[src/rtl/shift_normalizer_pkg.sv]
// Shared ALU definitions: normalizer FSM states, normalization modes and
// the default datapath width used by the shifting and normalizing units.
package shift_normalizer_pkg;

    localparam int DEFAULT_WIDTH = 16;

    localparam logic NORM_UNSIGNED = 1'b0;
    localparam logic NORM_SIGNED   = 1'b1;

    typedef enum logic [1:0] {
        IDLE  = 2'd0,
        SHIFT = 2'd1,
        DONE  = 2'd2
    } norm_state_t;

endpackage

[src/rtl/shift_normalizer_norm_detect.sv]
// Combinational normalization test for one value; kept standalone so a
// single-cycle leading-zero counter can reuse it.
module norm_detect
    import shift_normalizer_pkg::*;
#(
    parameter int WIDTH = DEFAULT_WIDTH
) (
    input  logic [WIDTH-1:0] value,
    input  logic             mode,
    output logic             is_normalized,
    output logic             is_zero
);

    assign is_zero = (value == '0);

    // Signed values are normalized once the sign bit differs from the bit below it.
    assign is_normalized = (mode == NORM_UNSIGNED) ? value[WIDTH-1]
                                                   : (value[WIDTH-1] ^ value[WIDTH-2]);

endmodule

[src/rtl/shift_normalizer.sv]
// Iterative left-normalizer: shifts one bit per cycle until the operand is
// normalized, reporting the result and the shift distance under start/done.
module shift_normalizer
    import shift_normalizer_pkg::*;
#(
    parameter int WIDTH = DEFAULT_WIDTH,
    parameter int CW    = $clog2(WIDTH) + 1
) (
    input  logic             clk,
    input  logic             rst,
    input  logic             start,
    input  logic             mode,
    input  logic [WIDTH-1:0] operand,
    output logic             busy,
    output logic             done,
    output logic [WIDTH-1:0] result,
    output logic [CW-1:0]    shift_count,
    output logic             zero
);

    localparam logic [CW-1:0] COUNT_ZERO  = CW'(WIDTH);
    localparam logic [CW-1:0] COUNT_LIMIT = CW'(WIDTH - 1);

    norm_state_t      state, state_next;
    logic [WIDTH-1:0] work, work_next;
    logic [CW-1:0]    count, count_next;
    logic             zero_q, zero_next;
    logic             mode_q, mode_next;
    logic             is_normalized, is_zero;

    norm_detect #(.WIDTH(WIDTH)) u_detect (
        .value         (work),
        .mode          (mode_q),
        .is_normalized (is_normalized),
        .is_zero       (is_zero)
    );

    always_comb begin
        // NOTE: every variable gets a default first so no path can infer a latch.
        state_next = state;
        work_next  = work;
        count_next = count;
        zero_next  = zero_q;
        mode_next  = mode_q;

        unique case (state)
            IDLE: begin
                if (start) begin
                    work_next  = operand;
                    count_next = '0;
                    zero_next  = 1'b0;
                    mode_next  = mode;
                    state_next = SHIFT;
                end
            end
            SHIFT: begin
                if (is_zero) begin
                    zero_next  = 1'b1;
                    count_next = COUNT_ZERO;
                    state_next = DONE;
                end else if (is_normalized || count == COUNT_LIMIT) begin
                    state_next = DONE;
                end else begin
                    work_next  = {work[WIDTH-2:0], 1'b0};
                    count_next = count + CW'(1);
                end
            end
            DONE: state_next = IDLE;
            default: state_next = IDLE;
        endcase
    end

    // NOTE: state updates use non-blocking assignments; reset is synchronous here.
    always_ff @(posedge clk) begin
        if (rst) begin
            state  <= IDLE;
            work   <= '0;
            count  <= '0;
            zero_q <= 1'b0;
            mode_q <= NORM_UNSIGNED;
        end else begin
            state  <= state_next;
            work   <= work_next;
            count  <= count_next;
            zero_q <= zero_next;
            mode_q <= mode_next;
        end
    end

    assign busy        = (state != IDLE);
    assign done        = (state == DONE);
    assign result      = work;
    assign shift_count = count;
    assign zero        = zero_q;

endmodule
[config.mk]
export PLATFORM = sky130hd
export DESIGN_NAME = shift_normalizer
export DESIGN_NICKNAME = d
export VERILOG_FILES = /design/src/rtl/shift_normalizer_pkg.sv /design/src/rtl/shift_normalizer_norm_detect.sv /design/src/rtl/shift_normalizer.sv
export SDC_FILE = /design/constraint.sdc
export NUM_CORES = 1
export LEC_CHECK = 0
export BUFFER_PORTS_ARGS = -buffer_cell sky130_fd_sc_hd__buf_2
export CAP_MARGIN = 20
export CORE_MARGIN = 5
export CORE_UTILIZATION = 40
export CTS_BUF_LIST = sky130_fd_sc_hd__clkbuf_16
export CTS_CLUSTER_SIZE = 24
export DETAILED_ROUTE_END_ITERATION = 10
export GPL_TIMING_DRIVEN = 1
export PLACE_DENSITY_LB_ADDON = 0.05
export SETUP_SLACK_MARGIN = 0.15
export SLEW_MARGIN = 30
export SYNTH_ARGS = -nofsm -noshare
export SYNTH_HDL_FRONTEND = slang
export SYNTH_SLANG_ARGS = --single-unit
[constraint.sdc]
create_clock -name clk -period 1.9 [get_ports clk]
set_input_delay 0.38 -clock clk [delete_from_list [all_inputs] [get_ports clk]]
set_output_delay 0.38 -clock clk [all_outputs]
set_load 0.01 [all_outputs]
* After elaboration in Yosys (flattened, before gate mapping)
Cells that the tools add are included.
W data, S select, Z words.
** Storage, ports and cells
- Bits in registers :: 25
- Bits in latches :: 0
- RAM bits :: 0
- Bits in read-only memories :: 0
- Input port bits :: 20
- Output and inout bits :: 24
- Logic and storage cells :: 42
- Memories :: 0
** Operators by class
- Add/sub/neg operators :: 1
- Multipliers :: 0
- Divide/modulo/power cells :: 0
- Magnitude comparators :: 0
- Eq/ne operators :: 9
- Shifts and indexed selects :: 0
- Muxes and demuxes :: 16
- Bitwise logic cells :: 1
- Reduce and logical (&&, ||, !) cells :: 10
** Operators with widths (number)
- $mux W16 :: 3
- $pmux W16 S2 :: 1
- $logic_not A16 Y1 :: 1
- $mux W5 :: 3
- $pmux W5 S2 :: 1
- $ne A2 B2 Y1 const B :: 4
- $mux W2 :: 3
- $ne A3 B3 Y1 const B :: 2
- $reduce_and A3 Y1 :: 2
- $add A5 B1 Y5 const B :: 1
- $eq A5 B4 Y1 const B :: 1
- $pmux W2 S2 :: 1
- $reduce_and A2 Y1 :: 2
- $reduce_and A4 Y1 :: 1
- $reduce_bool A2 Y1 :: 2
- $mux W1 :: 3
- $eq A2 B1 Y1 const B :: 1
- $eq A2 B2 Y1 const B :: 1
- $logic_not A2 Y1 :: 1
- $pmux W1 S2 :: 1
- $logic_or A1 B1 Y1 :: 1
- $xor A1 B1 Y1 :: 1

* Depth between registers and ports, before layout
- Depth after elaboration :: 6
- Gate-level depth with buffers :: 7
- Depth with buffers taken out :: 6

* Modules after synthesis
Synthesis repeated with hierarchy kept, for this count alone.
** Second synthesis, totals
- Cell total of the unflattened synthesis :: 139
- Area, all modules :: 1306.3 µm²
** Modules (own cells, without submodules)
- shift_normalizer :: instances 1, cells an instance 129, area each 1242.4 µm², sequential area each 500.5 µm²
- norm_detect :: instances 1, cells an instance 10, area each 63.8 µm², sequential area each 0.0 µm²

* Least setup slack after synthesis
OpenSTA, ideal clock, no wires.
- Kind :: reg2reg
- Start :: register count[0], in the netlist shift_count[0]
- End :: register work[11], in the netlist result[11]
- Library setup time :: 0.121 ns
- Arrival time :: 1.886 ns
- Data required time :: 1.779 ns
- Setup slack :: -0.108 ns
- Cell stages (with the launch flop) :: 8
- Buffers on the path :: 1
- Clock period less this slack :: 2.008 ns
- Path through :: dfxtp_1 ha_1 and3_1 ha_1 o31ai_4 o21ai_4 buf_6 mux2_4
** On the way
- Cells in the longest elaborated chain, start to end :: 4
** Ends and longest elaborated chain
- from (decl) :: line shift_normalizer.sv:26 : logic [CW-1:0] count, count_next;
- from (signal assigned) :: line shift_normalizer.sv:84 : count <= count_next;
- $eq A5 B4 Y1 :: line shift_normalizer.sv:61 : end else if (is_normalized || count == COUNT_LIMIT) begin
- $logic_or A1 B1 Y1 :: line shift_normalizer.sv:61
- $ne A2 B2 Y1 (no source line)
- $reduce_and A4 Y1 (no source line)
- to (signal assigned) :: line shift_normalizer.sv:83 : work <= work_next;
- to (decl) :: line shift_normalizer.sv:25 : logic [WIDTH-1:0] work, work_next;
No other way between the ends.
A chain may end at the register's enable or synchronous reset.

* Final worst setup path
- Start :: register work[14], in the netlist result[14]
- End :: register work[4], in the netlist result[4]
** On the way
- Cells in the longest elaborated chain, start to end :: 5
** Ends and longest elaborated chain
- $xor A1 B1 Y1 :: line shift_normalizer_norm_detect.sv:18 : : (value[WIDTH-1] ^ value[WIDTH-2]);
- $mux W1 :: line shift_normalizer_norm_detect.sv:17 : assign is_normalized = (mode == NORM_UNSIGNED) ? value[WIDTH-1]
- $logic_or A1 B1 Y1 :: line shift_normalizer.sv:61
- $ne A2 B2 Y1 (no source line)
- $reduce_and A4 Y1 (no source line) (*)
Every way passes the cells marked *; elsewhere a longest branch is shown, timed or not.

==> impl_metrics.json <==
{
  "status": "finished clean",
  "synthTopCellsByArea": "dfxtp_1 (35%), mux2i_1 (11%), mux2_4 (10%)",
  "r2r-start": "result[14]$_SDFFE_PP0P_",
  "reg2reg_to": "result[4]$_SDFFE_PP0P_",
  "combPwrFrac_pct": 41.2,
  "cts_sinks": 25,
  "ioPinCount": 44,
  "end_kind": "flip-flop",
  "cap_violations": 0,
  "grt_max_degree": 34,
  "crit_fanout": 8,
  "r2r_slack_ps": 40,
  "cts_tree": "done",
  "drive_gt1_share_pct": 50.0,
  "r2r_cells": 7,
  "syn-num-nets": 171,
  "fp-row-count": 21,
  "relSlewSlack_pct": 62.0,
  "avgSynthCellArea_um2": 9.77,
  "ant_nets": 0,
  "route.detailed.drc": 0,
  "layout.nets": 234,
  "cpMostUsedCell": "mux2_4",
  "cts_buffer_depth": 2,
  "grt_antenna_before_repair": 0,
  "syn-instance-count": 148,
  "numPlacedInstances": 248,
  "cp.arrival_ps": 2010,
  "vias_per_cell": 5.07,
  "critPathKind": "reg -> reg",
  "clk_pin_slew_ps": 60,
  "crit_path_top_delay_cell": "dfxtp_2",
  "finalCritPeriodShare_pct": 97.9,
  "min_to": "mode_q$_SDFFE_PP0P_",
  "worstSkewPairLatency_ps": 260,
  "initial_utilization_pct": 42.3,
  "dp_hpwl_um": 2650,
  "core_um2": 3420,
  "setup_viol": 0,
  "portBuffers": 43,
  "syn_area_um2": 1450,
  "num_vias": 1299,
  "whs_ps": 367,
  "startpoint": "result[14]$_SDFFE_PP0P_",
  "place.gp.congestion": 0.774,
  "yosys_warnings": 0,
  "h-tree-depth": 1,
  "grt_overflow": 0,
  "hold_viol": 0,
  "min_path_type": "in -> reg",
  "clockRootBuffer": "clkbuf_16",
  "ys_seq_area_share_pct": 34.6,
  "synthToLayoutAreaGrowth_pct": 40.5,
  "synth_edf_count": 0,
  "fin_cells": 256,
  "fin_tns_setup_ps": 0,
  "preCtsSetupSlack_ps": -158,
  "drt_wl_total_um": 3550,
  "p_sw_w": 0.000614,
  "holdPathStages": 3,
  "seq_power_share_pct": 34.8,
  "grt_usage_pct": 14.7,
  "routedWlPerCell_um": 13.9,
  "crit_chain": "inv_2 -> ha_4 -> mux2_4 -> o31ai_4 -> o21ai_4 -> buf_6 -> mux2_4",
  "ir_drop_v": 0.000340,
  "diodes": 0,
  "fp.dieArea_um2": 4920,
  "max_freq_ghz": 0.538,
  "drv_slew": 0,
  "fin_crit_ps": 1860,
  "final_util_pct": 59.5,
  "power_frac_clock_pct": 24.0,
  "critPathRequiredTime_ps": 2050,
  "rsz0062_at_grt": "true",
  "holdCritStartpoint": "mode",
  "async_flop_share_pct": 0,
  "cts-hold-fix-buffers": 0,
  "ys.flop_type": "dfxtp_1",
  "slowest_delay_ps": 330,
  "cts_buffers": 3,
  "crit_path_start_kind": "flip-flop",
  "dr.pass1.iters": 4,
  "setup_ws_ps": 40.6,
  "grt_pass1_wl_um": 5980,
  "drt_iter0_drc": 46,
  "yosysTopAreaCellShare_pct": 34.6,
  "p_sw_share_pct": 32.0,
  "cellPowerDensity_nw_per_um2": 945,
  "p_leak_nw": 0.918,
  "worst_pin_slew_ps": 570,
  "fin_skew_ps": 1.54,
  "internal_power_w": 0.00131,
  "synth_cell_types": 36,
  "die_h_um": 70.1,
  "synth_top_cell_by_area": "dfxtp_1",
  "grt_pass1_vias": 1269,
  "synth_seq_cells": 25,
  "die_x_um": 70.1,
  "fill_cells": 307
}
==> sequential cells by signal, indices dropped and copies added, names as in the netlist <==
signal	flops
state	2
shift_count	5
zero	1
mode_q	1
result	16
==> cell usage in the layout (no fill, tap or decap), types with 2 or more instances in the layout <==
| master | count |
|---|---|
| clkbuf_16 | 3 |
| mux2_4 | 11 |
| o211ai_1 | 4 |
| inv_1 | 4 |
| buf_4 | 19 |
| a21oi_1 | 2 |
| nand3_1 | 3 |
| a211oi_1 | 2 |
| nor4_2 | 2 |
| nor2b_1 | 14 |
| o31ai_4 | 2 |
| mux2i_1 | 16 |
| mux2_2 | 3 |
| nor2_1 | 18 |
| ha_4 | 3 |
| dfxtp_2 | 3 |
| nand2_1 | 5 |
| or2_2 | 2 |
| buf_2 | 43 |
| nand2b_1 | 3 |
| buf_6 | 4 |
| a31oi_1 | 4 |
| dfxtp_1 | 22 |
==> worst max-delay path by stage <==
stage          slack (ps)                       to
2_1_floorplan         -60  result[11]$_SDFFE_PP0P_
3_3_place_gp         -120  result[10]$_SDFFE_PP0P_
3_5_place_dp         -160   result[8]$_SDFFE_PP0P_
4_1_cts                60   result[4]$_SDFFE_PP0P_
5_1_grt              -0.7   result[4]$_SDFFE_PP0P_
6_report               40   result[4]$_SDFFE_PP0P_
==> area by class of cell <==
class | count | area, um2 | area share (%)
well taps | 46 | 57.6 | 2.83
inverters | 5 | 21.3 | 1.05
clock inverters | 1 | 3.75 | 0.185
flip-flops and latches | 25 | 504 | 24.8
repair buffers | 66 | 403 | 19.8
clock buffers | 3 | 75.1 | 3.69
multi-input cells | 110 | 967 | 47.6
==> stage by stage <==
stage                     instance area, um2  power [W]
final                                   2030    0.00192
after detailed placement                1820    0.00138
after global routing                    2030    0.00203
after CTS                               1990    0.00191
after global placement                  1820    0.00136
after floorplan                         1460    0.00113
==> worst max-delay path, delay by kind of cell (launching register included) <==
| family | cells | cell delay, ps |
|---|---|---|
| flip-flops | 1 | 330 |
| multiplexers | 2 | 560 |
| buffers and inverters | 2 | 210 |
| AO/OA/AOI/OAI | 2 | 410 |
| adder cells (fa/ha/maj) | 1 | 230 |
==> cells in the mapped netlist, types with 3 or more instances <==
cell / n
a31oi_1: 4
ha_1: 3
a21oi_1: 3
dfxtp_1: 25
nand3_1: 3
inv_1: 5
mux2_4: 10
nand2_1: 5
o211ai_1: 4
nor2_1: 18
mux2i_1: 16
clkbuf_1: 4
mux2_2: 4
nand2b_1: 3
nor2b_1: 14
==> per-layer routing <==
layer | vias up | wire (um) | GRT usage (%)
met5 | - | 0 | 0
met4 | 0 | 17 | 3.83
met3 | 2 | 178 | 3.16
met2 | 33 | 1700 | 24.1
met1 | 616 | 1660 | 19.5
li1 | 648 | - | -
==> power by group through the flow <==
stage               combinational [W]  sequential (W)  clock [W]
global route                 0.000854        0.000681   0.000496
floorplan                    0.000427        0.000699          0
global placement             0.000693        0.000668          0
CTS                          0.000773        0.000669   0.000469
detailed placement           0.000705        0.000674          0
finish                       0.000792        0.000669   0.000460
==> logic make-up (layout without fill, tap and decap cells) <==
logic type / count (synthesis) / after routing / share of synthesized area (%)
compound gates: 21 / 21 / 11.8
fa+ha+maj: 3 / 3 / 2.60
buf+inv: 13 / 75 / 4.58
flops: 25 / 25 / 34.6
mux: 30 / 30 / 24.6
simple gates: 56 / 56 / 21.9
==> timing repair <==
item	in CTS	in global routing
setup endpoints to repair	21	20
pin swaps	8	1
resized for setup	13	6
buffers inserted	3	1
Note: power is estimated with default switching activity, not from simulation.
